### config.mk
export PLATFORM = sky130hd
export DESIGN_NAME = nn_img_rd_ctrl
export DESIGN_NICKNAME = d
export VERILOG_FILES = /design/src/rtl/nn_img_pkg.sv /design/src/rtl/nn_sync_fifo.sv /design/src/rtl/nn_img_rd_ctrl.sv
export SDC_FILE = /design/constraint.sdc
export NUM_CORES = 1
export LEC_CHECK = 0
export ABC_CLOCK_PERIOD_IN_PS = 5600
export BUFFER_PORTS_ARGS = -buffer_cell sky130_fd_sc_hd__buf_4
export CORE_MARGIN = 4
export CORE_UTILIZATION = 35
export DETAILED_ROUTE_END_ITERATION = 6
export GPL_TIMING_DRIVEN = 0
export PLACE_DENSITY = 0.58
export SLEW_MARGIN = 10
export SYNTH_ARGS = -nofsm -noshare
export SYNTH_HDL_FRONTEND = slang
export SYNTH_SLANG_ARGS = --single-unit
export TNS_END_PERCENT = 100
### constraint.sdc
create_clock -name i_clk -period 5.6 [get_ports i_clk]
set_input_delay 0.56 -clock i_clk [delete_from_list [all_inputs] [get_ports i_clk]]
set_output_delay 0.56 -clock i_clk [all_outputs]
set_load 0.05 [all_outputs]
### src/rtl/nn_img_pkg.sv
// Shared constants and state encoding for the image buffer and its reader/writer.
package nn_img_pkg;

  localparam int unsigned DATA_WIDTH       = 8;
  localparam int unsigned ADDR_WIDTH       = 10;
  localparam int unsigned TOTAL_DATA_WIDTH = DATA_WIDTH * 6;

  localparam int unsigned FIFO_DEPTH     = 4;
  localparam int unsigned FIFO_CNT_WIDTH = $clog2(FIFO_DEPTH + 1);

  typedef enum logic [1:0] {
    StIdle,
    StIssue,
    StDrain,
    StFin
  } rd_state_e;

endpackage

### src/rtl/nn_sync_fifo.sv
// Small synchronous FIFO with occupancy count; push when full / pop when empty are ignored.
module nn_sync_fifo import nn_img_pkg::*; #(
  parameter int unsigned WIDTH = TOTAL_DATA_WIDTH + 1
) (
  input  logic                      i_clk,
  input  logic                      i_rst,
  input  logic                      i_push,
  input  logic [WIDTH-1:0]          i_wdata,
  input  logic                      i_pop,
  output logic [WIDTH-1:0]          o_rdata,
  output logic [FIFO_CNT_WIDTH-1:0] o_count,
  output logic                      o_empty,
  output logic                      o_full
);

  localparam int unsigned PtrWidth = $clog2(FIFO_DEPTH);

  logic [WIDTH-1:0]          r_mem [FIFO_DEPTH];
  logic [PtrWidth-1:0]       r_wr_ptr;
  logic [PtrWidth-1:0]       r_rd_ptr;
  logic [FIFO_CNT_WIDTH-1:0] r_count;
  logic                      w_push;
  logic                      w_pop;

  assign o_empty = (r_count == '0);
  assign o_full  = (r_count == FIFO_CNT_WIDTH'(FIFO_DEPTH));
  assign o_count = r_count;
  assign o_rdata = r_mem[r_rd_ptr];
  assign w_push  = i_push && !o_full;
  assign w_pop   = i_pop && !o_empty;

  // Storage carries no reset; the head is only consumed while the count is non-zero.
  always_ff @(posedge i_clk) begin
    if (w_push) r_mem[r_wr_ptr] <= i_wdata;
  end

  always_ff @(posedge i_clk or posedge i_rst) begin
    if (i_rst) begin
      r_wr_ptr <= '0;
      r_rd_ptr <= '0;
      r_count  <= '0;
    end else begin
      if (w_push) r_wr_ptr <= r_wr_ptr + PtrWidth'(1);
      if (w_pop)  r_rd_ptr <= r_rd_ptr + PtrWidth'(1);
      unique case ({w_push, w_pop})
        2'b10:   r_count <= r_count + FIFO_CNT_WIDTH'(1);
        2'b01:   r_count <= r_count - FIFO_CNT_WIDTH'(1);
        default: r_count <= r_count;
      endcase
    end
  end

endmodule

### src/rtl/nn_img_rd_ctrl.sv
// Image-buffer read controller: sweeps an address range, absorbs the one-cycle read
// latency and streams rows out through a credit-protected FIFO with a last flag.
module nn_img_rd_ctrl #(
  parameter int unsigned DATA_WIDTH       = nn_img_pkg::DATA_WIDTH,
  parameter int unsigned ADDR_WIDTH       = nn_img_pkg::ADDR_WIDTH,
  parameter int unsigned TOTAL_DATA_WIDTH = DATA_WIDTH * 6,
  parameter int unsigned LEN_WIDTH        = ADDR_WIDTH + 1
) (
  input  logic                        i_clk,
  input  logic                        i_rst,
  input  logic                        i_start,
  input  logic [ADDR_WIDTH-1:0]       i_base_addr,
  input  logic [LEN_WIDTH-1:0]        i_len,
  input  logic                        i_bf_wr_busy,
  output logic                        o_bf_rd_en,
  output logic [ADDR_WIDTH-1:0]       o_bf_rd_addr,
  input  logic [TOTAL_DATA_WIDTH-1:0] i_bf_rd_data,
  output logic [TOTAL_DATA_WIDTH-1:0] o_data,
  output logic                        o_valid,
  input  logic                        i_ready,
  output logic                        o_last,
  output logic                        o_busy,
  output logic                        o_done
);

  import nn_img_pkg::*;

  rd_state_e                 r_state;
  rd_state_e                 w_state_nxt;
  logic [ADDR_WIDTH-1:0]     r_addr;
  logic [LEN_WIDTH-1:0]      r_remain;
  logic                      r_inflight;
  logic                      r_inflight_last;
  logic                      r_done;
  logic                      w_done_nxt;
  logic                      w_rd_en;
  logic                      w_last_rd;
  logic                      w_pop;
  logic [TOTAL_DATA_WIDTH:0] w_fifo_rdata;
  logic [FIFO_CNT_WIDTH-1:0] w_fifo_count;
  logic                      w_fifo_empty;
  logic                      w_fifo_full;

  // An in-flight read already owns a FIFO slot; a same-cycle pop is deliberately not credited.
  assign w_rd_en = (r_state == StIssue) && !i_bf_wr_busy &&
                   ((w_fifo_count + FIFO_CNT_WIDTH'(r_inflight)) < FIFO_CNT_WIDTH'(FIFO_DEPTH));
  assign w_last_rd  = (r_remain == LEN_WIDTH'(1));
  assign w_done_nxt = (r_state == StFin) && !r_done;
  assign w_pop      = o_valid && i_ready;

  always_comb begin
    w_state_nxt = r_state;
    unique case (r_state)
      StIdle:  if (i_start) w_state_nxt = (i_len == '0) ? StFin : StIssue;
      StIssue: if (w_rd_en && w_last_rd) w_state_nxt = StDrain;
      StDrain: if (w_fifo_empty && !r_inflight) w_state_nxt = StFin;
      StFin:   if (r_done) w_state_nxt = StIdle;
      default: w_state_nxt = StIdle;
    endcase
  end

  always_ff @(posedge i_clk or posedge i_rst) begin
    if (i_rst) begin
      r_state         <= StIdle;
      r_addr          <= '0;
      r_remain        <= '0;
      r_inflight      <= 1'b0;
      r_inflight_last <= 1'b0;
      r_done          <= 1'b0;
    end else begin
      r_state         <= w_state_nxt;
      r_inflight      <= w_rd_en;
      r_inflight_last <= w_rd_en && w_last_rd;
      r_done          <= w_done_nxt;
      if ((r_state == StIdle) && i_start) begin
        r_addr   <= i_base_addr;
        r_remain <= i_len;
      end else if (w_rd_en) begin
        r_addr   <= r_addr + ADDR_WIDTH'(1);
        r_remain <= r_remain - LEN_WIDTH'(1);
      end
    end
  end

  nn_sync_fifo #(
    .WIDTH (TOTAL_DATA_WIDTH + 1)
  ) u_fifo (
    .i_clk   (i_clk),
    .i_rst   (i_rst),
    .i_push  (r_inflight),
    .i_wdata ({r_inflight_last, i_bf_rd_data}),
    .i_pop   (w_pop),
    .o_rdata (w_fifo_rdata),
    .o_count (w_fifo_count),
    .o_empty (w_fifo_empty),
    .o_full  (w_fifo_full)
  );

  assign o_bf_rd_en   = w_rd_en;
  assign o_bf_rd_addr = r_addr;
  assign o_valid      = !w_fifo_empty;
  assign o_data       = o_valid ? w_fifo_rdata[TOTAL_DATA_WIDTH-1:0] : '0;
  assign o_last       = o_valid && w_fifo_rdata[TOTAL_DATA_WIDTH];
  assign o_busy       = (r_state != StIdle);
  assign o_done       = r_done;

endmodule

==> impl_results.md, run 1 <==
* Period Utilization, post-route at 54.2%
* DR WL met3 at about 1400 um
* Post-synth top flop: edfxtp_1
* Total congestion overflow at 0
* Dpl hpwl at 13,100 um
* Synthesized-area fraction occupied by adder cells at 1.95%
* Count leader, synth: edfxtp_1
* CTS H-tree depth at 1
* Post-synth top area cell: edfxtp_1
* Initial Utilization at between 30 and 40%
* Largest family of logic cells by synthesized area: multiplexers
* Final Wtd Congestion at 0.861
* Mapped Nets at 608
* Initial DRC Count at 311
* P_leak at slightly above 4 nW
* Clk_lat worst skew at 500 ps
* Setup TNS Final at 0 ps
* Cell area after synthesis at 9380 um2
* Sequential share of the synthesized area at 71.6%
* Total Wirelength at 20,000 um
* Tightest Pin Transition at 780 ps
* Placed Instances at around 1,000
* Clk slew on worst S/H paths at 60 ps
* Min-delay worst type: in -> async
* Clock Skews at 5.80 ps
* Fin crit period at 3030 ps
* Routed length on met2 at 10,000 um
* CP required at 5040 ps
* Vias at ~5,200
* Pwr dens at just under 600 nW/um2
* CTS tree: yes
* Initial antenna violation count at 1
* Wire length per cell at 19.3 um
* Critical path fanouts, max at 10
* Distinct cell type count after synthesis at 49
* Async S/R FF share, synth at 14.4%
* Peak VDD IR at 460 uV
* Max layer used: met5
* # resized after CTS at 0
* Total global routing track utilization at 13.5%
* Die Wd at approximately 170 um
* Final Hold Fails at 0
* Synth warnings at 0
* Footprint of the multi-input gates at between 2000 and 3000 um2
* CP startpoint kind: flop
* Critical path capture point type: output port
* Multiplexer area fraction after synthesis at between 10% and 20%
* Pwr Total at a little under 7 mW
* N_diodes at 0
* Placeable core area at 26,200 um2
* Headroom to the max-slew limit at 47.7%
* Final ANT Viol Nets at 0
* Fillers at around 2,300
* First-pass GRT wire length at 31,000 um
* Max clock buf depth at 3
* I/O pins at 137
* MaxCap Viol Count at 0
* Compound-Gate Fraction of Synth Area at 3.39%
* Setup ws final at 2570 ps
* Top cells by area, synth: edfxtp_1, mux4_2, dfrtp_1, and2_1, ha_1
* RSZ-0062 raised after global routing: no
* Final setup violation count at 0
* Avg Synthesized Cell Area at 18.0 um2
* Largest net degree at the start of global routing at 38
* Drt via density at around 5.0
* Synth Area in XOR/XNOR at 1.03%
* Simple-gate share of the synthesized area at 7.93%
* IO Port Bufs at 136
* Fin nets at 774
* Pre-Repair DR Iteration Count at 5
* Top cells by instance count after synthesis: edfxtp_1, and2_1, mux4_2
* Area share of the largest cell type after synthesis at 62.8%
* Clk sinks at around 230
* WS Path Type: reg -> out
* Storage element area at roughly 6700 um2
* DRC errors left at 0
* Mapped Cells at 520
* Share of cells above drive strength 1 at between 30% and 40%
* Die footprint at ~29,000 um2
* Post-CTS setup buffer count at 0
* Max Fclk at 330 MHz
* M1 WL at 8330 um
* Clk root buf: clkbuf_16
* DP Area at 10,900 um2
* Post-synth EDFFs at ~200
* Dpl ws at 2970 ps
* Num rows at 59
* Design area at 11,700 um2
* Layout area overhead at 24.8%
* Num CTS Buffers at 24
* Slew Limit Fails at 0
* FF+latch count, synth at between 200 and 250
* Crit path DAT at between 2000 and 2500 ps
* # hold bufs at CTS at 0
* Vias in the first global route at 5,677
* Status: finished clean
* Non-filler cells, final at 1,039
* Die span in y at 172 um
through the flow:
stage | util [%] | hold WS [ps]
CTS | 44.7 | 206
detailed placement | 41.7 | 448
floorplan | - | 455
global placement | 41.3 | 449
finish | 44.7 | 198
global route | 44.7 | 230
cell families (layout without fill, tap and decap cells):
kind of cell / count (synthesis) / count (layout)
and+or+nand+nor: 129 / 129
adders and majority gates: 14 / 14
AOI/OAI and AO/OA: 45 / 45
DFF: 229 / 229
xor gates and xnor gates: 11 / 11
muxes: 54 / 54
buffers and inverters: 38 / 222
cells in the final DEF, fill, tap and decap left out, types with 13 or more instances in the layout:
cell	synthesis	layout
and2_1	57	53
buf_4	0	136
clkbuf_1	15	18
clkbuf_16	0	25
dfrtp_1	33	33
edfxtp_1	196	196
ha_1	13	13
inv_1	14	13
mux4_2	49	49
nand2_1	18	18
nor2_1	15	15
layer usage:
metal  vias to the layer above  GRT usage [%]
li1                       2372              -
met1                      2629           17.5
met2                       183           23.4
met3                        29           2.90
met4                         2           3.17
met5                         -              0
final timing paths:
kind                                           startpoint                            end  slack [ps]  depth (start not counted)
hold / removal                                      i_rst    o_bf_rd_addr[4]$_DFFE_PP0P_         200                          2
hold reg to reg                          o_done$_DFF_PP0_               o_done$_DFF_PP0_         460                          1
setup reg to reg            u_fifo.o_count[0]$_DFFE_PP0P_  u_fifo.o_count[2]$_DFFE_PP0P_        3020                          9
min in group i_clk                       i_bf_rd_data[43]  u_fifo.r_mem[1][43]$_DFFE_PP_         260                          1
setup / recovery           u_fifo.r_rd_ptr[0]$_DFFE_PP0P_                     o_data[32]        2570                          5
max in group asynchronous                           i_rst               o_done$_DFF_PP0_        4930                          2
layout make-up:
cell class,count,area share (%)
buffer,23,0.984
clock buffer,28,5.44
clock inverter,16,1.21
inverter,15,0.481
multi-input combinational,253,21.4
sequential,229,57.4
tap,335,3.58
timing repair buffer,140,9.54
state kept, by name, indices dropped and copies added, names as in the netlist:
name             cells
u_fifo.r_wr_ptr      2
o_bf_rd_addr        10
r_inflight           1
u_fifo.o_count       3
u_fifo.r_rd_ptr      2
o_done               1
r_remain            11
r_state              2
r_inflight_last      1
u_fifo.r_mem       196
worst max-delay path: stages, from the launching register on:
cell      delay [ps]
dfrtp_1          320
clkbuf_1         310
buf_2            410
mux4_2           550
and2_1           200
buf_4            190
power by group:
group	switching (mW)	internal (mW)	total (mW)
registers	0.156	2.06	2.22
clock network	0.625	0.909	1.53
logic	1.93	1.09	3.02
total	2.72	4.06	6.78
(Power assumes the default switching activity.)
==> run 2, diff against run 1 <==
- ABC_CLOCK_PERIOD_IN_PS: 5600 -> 2900
- clock period: 5.6 -> 2.9 ns (I/O delays scaled with it)
==> run 2 against run 1 <==
  * Critical path depth is the same
  * Sequential power rose by 94%
  * Wire length grew 1.1%
  * Clock power increased by 93%
  * Hold slack got worse by 170 ps
  * Setup slack worse by 2400 ps
  * Clock skew grew 3.5 ps
  * First-iteration DRC count decreased by 7.4%
  * Largest power group unchanged
==> impl_results.md, run 2 (synthesis results as in run 1) <==
* Status: finished clean
* Clock Skews at 9.27 ps (+3.47 ps)
* Critical path capture point type: output port
* Storage element area at 6710 um2 (unchanged)
* MaxCap Viol Count at 0 (unchanged)
* Most frequent cells in the layout: edfxtp_1, buf_4, dlygate4sd3_1
* Largest reg by FF count: u_fifo.r_mem
* Initial Utilization at 35.8% (unchanged)
* Pre-Repair DR Iteration Count at 4 (-1)
* Share of cells above drive strength 1 at 32.8% (-2.2 points)
* Total congestion overflow at 0 (unchanged)
* Hold Crit Depth at 3
* Slowest CP cell: clkbuf_1
* Launch point of the worst reg-to-reg path: u_fifo.o_count[0]$_DFFE_PP0P_
* CP startpoint kind: flop
* CP max stage delay at 540 ps (about the same)
* Tightest Pin Transition at 738 ps (-41.6 ps)
* DRC errors left at 0 (unchanged)
* Pwr Total at 13.2 mW (+94%)
* Dpl hpwl at 13,100 um (unchanged)
* Critical path fanouts, max at 10 (unchanged)
* Most used cell, CP: clkbuf_1
* Clk root buf: clkbuf_16
* Placeable core area at 26,200 um2 (unchanged)
* M1 WL at 8670 um (+4.1%)
* DR WL met3 at 1180 um (-12%)
* Final ANT Viol Nets at 0 (unchanged)
* Placed Instances at 995 (unchanged)
* CP top delay family: buffers and inverters
* N_diodes at 0 (unchanged)
* Fillers at 2,239 (-1.9%)
* Vias in the first global route at 5,936 (+4.6%)
* RR Endpoint: u_fifo.o_count[1]$_DFFE_PP0P_
* Worst setup path startpoint: u_fifo.r_rd_ptr[1]$_DFFE_PP0P_
* Max Fclk at 371 MHz
* Largest register FFs at 196 (unchanged)
* Critical-path cell list: clkbuf_1, clkbuf_1, mux4_2, and2_1, buf_4
* Headroom to the max-slew limit at 50.5% (+2.8 points)
* CTS tree: yes
* Routed length on met2 at 10,100 um (+0.77%)
* Fin crit period at about 2700 ps
* Clk_lat worst skew at 500 ps (about the same)
* Total Wirelength at 20,200 um (+1.1%)
* P_leak at 4.38 nW (+5.7%)
* I/O pins at 137 (unchanged)
* Drt via density at 4.99 (-0.58%)
* Num CTS Buffers at 24 (unchanged)
* HP Start: i_base_addr[2]
* Die footprint at 29,500 um2 (unchanged)
* Non-filler cells, final at 1,092 (+5.1%)
* Worst reg2reg path depth at 6 (-3)
* Period Utilization, post-route at 93.0%
* Min-delay worst type: in -> reg
* Vias at 5,449 (+4.5%)
* Largest net degree at the start of global routing at 38 (unchanged)
* Final Wtd Congestion at 0.861 (unchanged)
* Crit path DAT at 2410 ps (-60 ps)
* Initial antenna violation count at 0 (-1)
* IO Port Bufs at 136 (unchanged)
* Footprint of the multi-input gates at 2500 um2 (unchanged)
* Clk slew on worst S/H paths at 60 ps (about the same)
* R2R setup slack at 490 ps (-2530 ps)
* Final setup violation count at 0 (unchanged)
* RSZ-0062 raised after global routing: no
* Wire length per cell at 18.5 um (-3.8%)
* Max layer used: met4
* Slew Limit Fails at 0 (unchanged)
* Most common cell after layout, fill and taps aside: edfxtp_1
* Die Wd at 172 um (unchanged)
* Die span in y at 172 um (unchanged)
* Layout area overhead at 30.7%
* Fin nets at 827 (+6.8%)
* CP required at 2610 ps (-2430 ps)
* Pwr dens at 1070 nW/um2 (+85%)
* WS Path Type: reg -> out
* Hold endpoint: o_bf_rd_addr[2]$_DFFE_PP0P_
* CTS H-tree depth at 1 (unchanged)
* Initial DRC Count at 288 (-7.4%)
* Max clock buf depth at 3 (unchanged)
* Post-CTS setup buffer count at 0 (unchanged)
* Num rows at 59 (unchanged)
* Total global routing track utilization at 13.7% (+0.21 points)
* CP bufs+invs at 3 (unchanged)
* First-pass GRT wire length at 31,700 um (+2.3%)
* Final Hold Fails at 0 (unchanged)
* Peak VDD IR at 1040 uV (+130%)
* Clk sinks at 229 (unchanged)
[run 2: per-layer routing]
layer | global-route usage [%] | vias up
li1 | - | 2480
met1 | 17.7 | 2773
met2 | 23.9 | 169
met3 | 2.74 | 27
met4 | 3.20 | 0
met5 | 0 | -
[run 2: tightest hold or removal path: stages]
cell,delay [ps]
buf_4,80
nand2_1,40
o21ai_0,70
[run 2: timing repair]
item                                   in CTS  in global routing
hold buffers                               55                  0
endpoints found under the hold margin     231                  0
resized for setup                           0                  9
setup endpoints to repair                   1                 49
[run 2: how the worst max path moves through the flow]
stage,to,depth (start not counted)
after detailed placement,u_fifo.o_count[2]$_DFFE_PP0P_,9
after floorplan,u_fifo.r_mem[0][0]$_DFFE_PP_,3
after CTS,o_data[32],5
final,o_data[40],5
after global placement,u_fifo.r_mem[2][14]$_DFFE_PP_,3
after global routing,o_data[40],5
[run 2: cell type report]
type                    count  area share [%]
multi-input cells         253            20.4
repair buffers            195            13.6
well taps                 335            3.42
inverters                  15           0.459
flip-flops and latches    229            54.7
plain buffers              21            1.00
clock inverters            16            1.15
clock buffers              28            5.19
[run 2: power breakdown]
group          internal (mW)  total [mW]  switching [mW]  leakage (nW)
clock network           1.76        2.96            1.20         0.369
logic                   2.16        5.89            3.73          1.85
registers               3.99        4.31           0.322          2.15
[run 2: metrics by stage]
stage               hold WS [ps]  instance area [um2]  setup TNS, ps  util, %  setup slack [ps]
finish                      29.2                12300              0     46.8               204
global route                20.6                12300              0     46.8              15.0
global placement             449                10800        -153860     41.3              -802
detailed placement           448                10900              0     41.7               268
floorplan                    389                 9380              0        -               345
CTS                         8.63                12300          -5.88     46.8             -5.88
==> run 3, diff against run 2 <==
- CORE_UTILIZATION: 35 -> 38
- PLACE_DENSITY: 0.58 -> 0.62
==> run 3 against run 2 <==
  * Register-to-register slack about the same
  * Utilization up 3.3 points
  * Combinational power about the same
  * Sequential power about the same
==> impl_results.md, run 3 (synthesis results as in run 1) <==
* Launch point of the worst reg-to-reg path: u_fifo.o_count[0]$_DFFE_PP0P_
* Clk root buf: clkbuf_16
* Total Wirelength at 19,900 um (-1.9%)
* Setup ws final at 169 ps (-35.0 ps)
* Hold Crit Depth at 3 (unchanged)
* Initial antenna violation count at 1 (+1)
* Largest reg by FF count: u_fifo.r_mem
* Die Wd at 165 um (-3.8%)
* Min Hold Slack at 24.6 ps (-4.59 ps)
* Total congestion overflow at 0 (unchanged)
* Max clock buf depth at 3 (unchanged)
* Share of cells above drive strength 1 at 31.8% (-0.93 points)
* Total global routing track utilization at 14.6% (+0.90 points)
* Peak VDD IR at 792 uV (-24%)
* Clk sinks at 229 (unchanged)
* Final setup violation count at 0 (unchanged)
* First-pass GRT wire length at 31,300 um (-1.2%)
* R2R setup slack at 490 ps (about the same)
* Pwr dens at 1090 nW/um2 (+1.5%)
* Non-filler cells, final at 1,079 (-1.2%)
* Clock Skews at 6.36 ps (-2.91 ps)
* DRC errors left at 0 (unchanged)
* RR Endpoint: u_fifo.o_count[2]$_DFFE_PP0P_
* Pre-Repair DR Iteration Count at 5 (+1)
* I/O pins at 137 (unchanged)
* Largest register FFs at 196 (unchanged)
* Dpl hpwl at 12,600 um (-3.8%)
* Post-CTS setup buffer count at 0 (unchanged)
* IO Port Bufs at 136 (unchanged)
* Placed Instances at 980 (-1.5%)
* Fin crit period at 2730 ps (+35.0 ps)
* Fillers at 2,031 (-9.3%)
* CP required at 2610 ps (about the same)
* Layout area overhead at 29.8%
* Worst reg2reg path depth at 8 (+2)
* Crit path DAT at 2440 ps (+30 ps)
* Clk slew on worst S/H paths at 60 ps (about the same)
* Slew Limit Fails at 0 (unchanged)
* Period Utilization, post-route at 94.2% (+1.2 points)
* Num rows at 57 (-3.4%)
* Status: finished clean
* CP startpoint kind: flop
* Critical path capture point type: output port
* RSZ-0062 raised after global routing: no
* Min-delay worst type: in -> reg
* Hold endpoint: o_bf_rd_addr[0]$_DFFE_PP0P_
* Most frequent cells in the layout: edfxtp_1, buf_4, dlygate4sd3_1
* Dpl ws at 267 ps (-1.31 ps)
* Final Hold Fails at 0 (unchanged)
* Headroom to the max-slew limit at 46.9% (-3.6 points)
* MaxCap Viol Count at 0 (unchanged)
* CTS H-tree depth at 1 (unchanged)
* Vias in the first global route at 5,852 (-1.4%)
* Placeable core area at 24,300 um2 (-7.2%)
* Drt via density at 4.99 (about the same)
* Die span in y at 165 um (-3.8%)
* Initial Utilization at 38.6% (+2.8 points)
* Fin nets at 824 (-0.36%)
* Critical path fanouts, max at 10 (unchanged)
* Most common cell after layout, fill and taps aside: edfxtp_1
* Tightest Pin Transition at 796 ps (+58.5 ps)
* HP Start: i_base_addr[0]
* Largest net degree at the start of global routing at 50 (+32%)
* Num CTS Buffers at 25 (+4.2%)
* Clk_lat worst skew at 490 ps (about the same)
* CTS tree: yes
* Max Fclk at 366 MHz (-1.3%)
* Final Wtd Congestion at 0.841 (-2.3%)
* Initial DRC Count at 260 (-9.7%)
* Wire length per cell at 18.4 um (-0.71%)
* Vias at 5,384 (-1.2%)
* Final ANT Viol Nets at 0 (unchanged)
* P_leak at 4.35 nW (-0.68%)
* Die footprint at 27,300 um2 (-7.5%)
* WS Path Type: reg -> out
==> run 3: final cells by class <==
| class | count | area (um2) | area share (%) |
|---|---|---|---|
| sequential | 229 | 6710 | 55.1 |
| multi-input combinational | 253 | 2500 | 20.6 |
| timing repair buffer | 191 | 1570 | 12.9 |
| clock buffer | 30 | 644 | 5.29 |
| tap | 324 | 405 | 3.33 |
| clock inverter | 15 | 154 | 1.26 |
| buffer | 21 | 120 | 0.987 |
| inverter | 15 | 56.3 | 0.463 |
| antenna | 1 | 2.50 | 0.0206 |
==> run 3: worst max-delay path: stages (launching register included) <==
cell      delay [ps]
dfrtp_1          320
clkbuf_1         260
clkbuf_1         580
mux4_2           410
and2_1           190
buf_4            190
==> run 3: where the power goes <==
part / switching, mW / internal (mW)
registers: 0.317 / 3.99
clock network: 1.22 / 1.85
logic: 3.74 / 2.14
==> run 3: how the worst max path moves through the flow <==
| stage | from | to | slack (ps) | cells after the start |
|---|---|---|---|---|
| CTS | u_fifo.r_rd_ptr[0]$_DFFE_PP0P_ | o_data[41] | 7 | 5 |
| finish | u_fifo.r_rd_ptr[1]$_DFFE_PP0P_ | o_data[23] | 170 | 5 |
| global route | u_fifo.o_count[2]$_DFFE_PP0P_ | o_bf_rd_en | 30 | 5 |
| detailed placement | u_fifo.o_count[2]$_DFFE_PP0P_ | u_fifo.o_count[2]$_DFFE_PP0P_ | 270 | 9 |
| global placement | u_fifo.o_count[1]$_DFFE_PP0P_ | u_fifo.r_mem[0][14]$_DFFE_PP_ | -670 | 3 |
| floorplan | u_fifo.o_count[1]$_DFFE_PP0P_ | u_fifo.r_mem[0][0]$_DFFE_PP_ | 340 | 3 |
==> run 3: metrics by stage <==
step	TNS, ps	total power [mW]	util, %	cell area (um2)
floorplan	0	8.44	-	9380
global placement	-129830	10.1	44.4	10800
detailed placement	0	10.2	44.5	10800
CTS	0	13.4	50.0	12200
global route	0	13.9	50.0	12200
finish	0	13.3	50.0	12200
==> run 3: routing by layer <==
metal | global-route usage (%) | share of wire, % | up-vias | wire length, um
met4 | 3.02 | 1.3 | 0 | 255
met5 | 0 | 0 | - | 0
met3 | 2.63 | 6.3 | 26 | 1240
met2 | 25.1 | 50 | 166 | 9880
li1 | - | - | 2477 | -
met1 | 19.5 | 43 | 2715 | 8480
==> run 3: repair_timing <==
action | in CTS | in global routing
hold buffers | 55 | 0
setup endpoints to repair | 7 | 38
resized for setup | 1 | 4
pin swaps | 0 | 0
hold endpoints to repair | 231 | 0
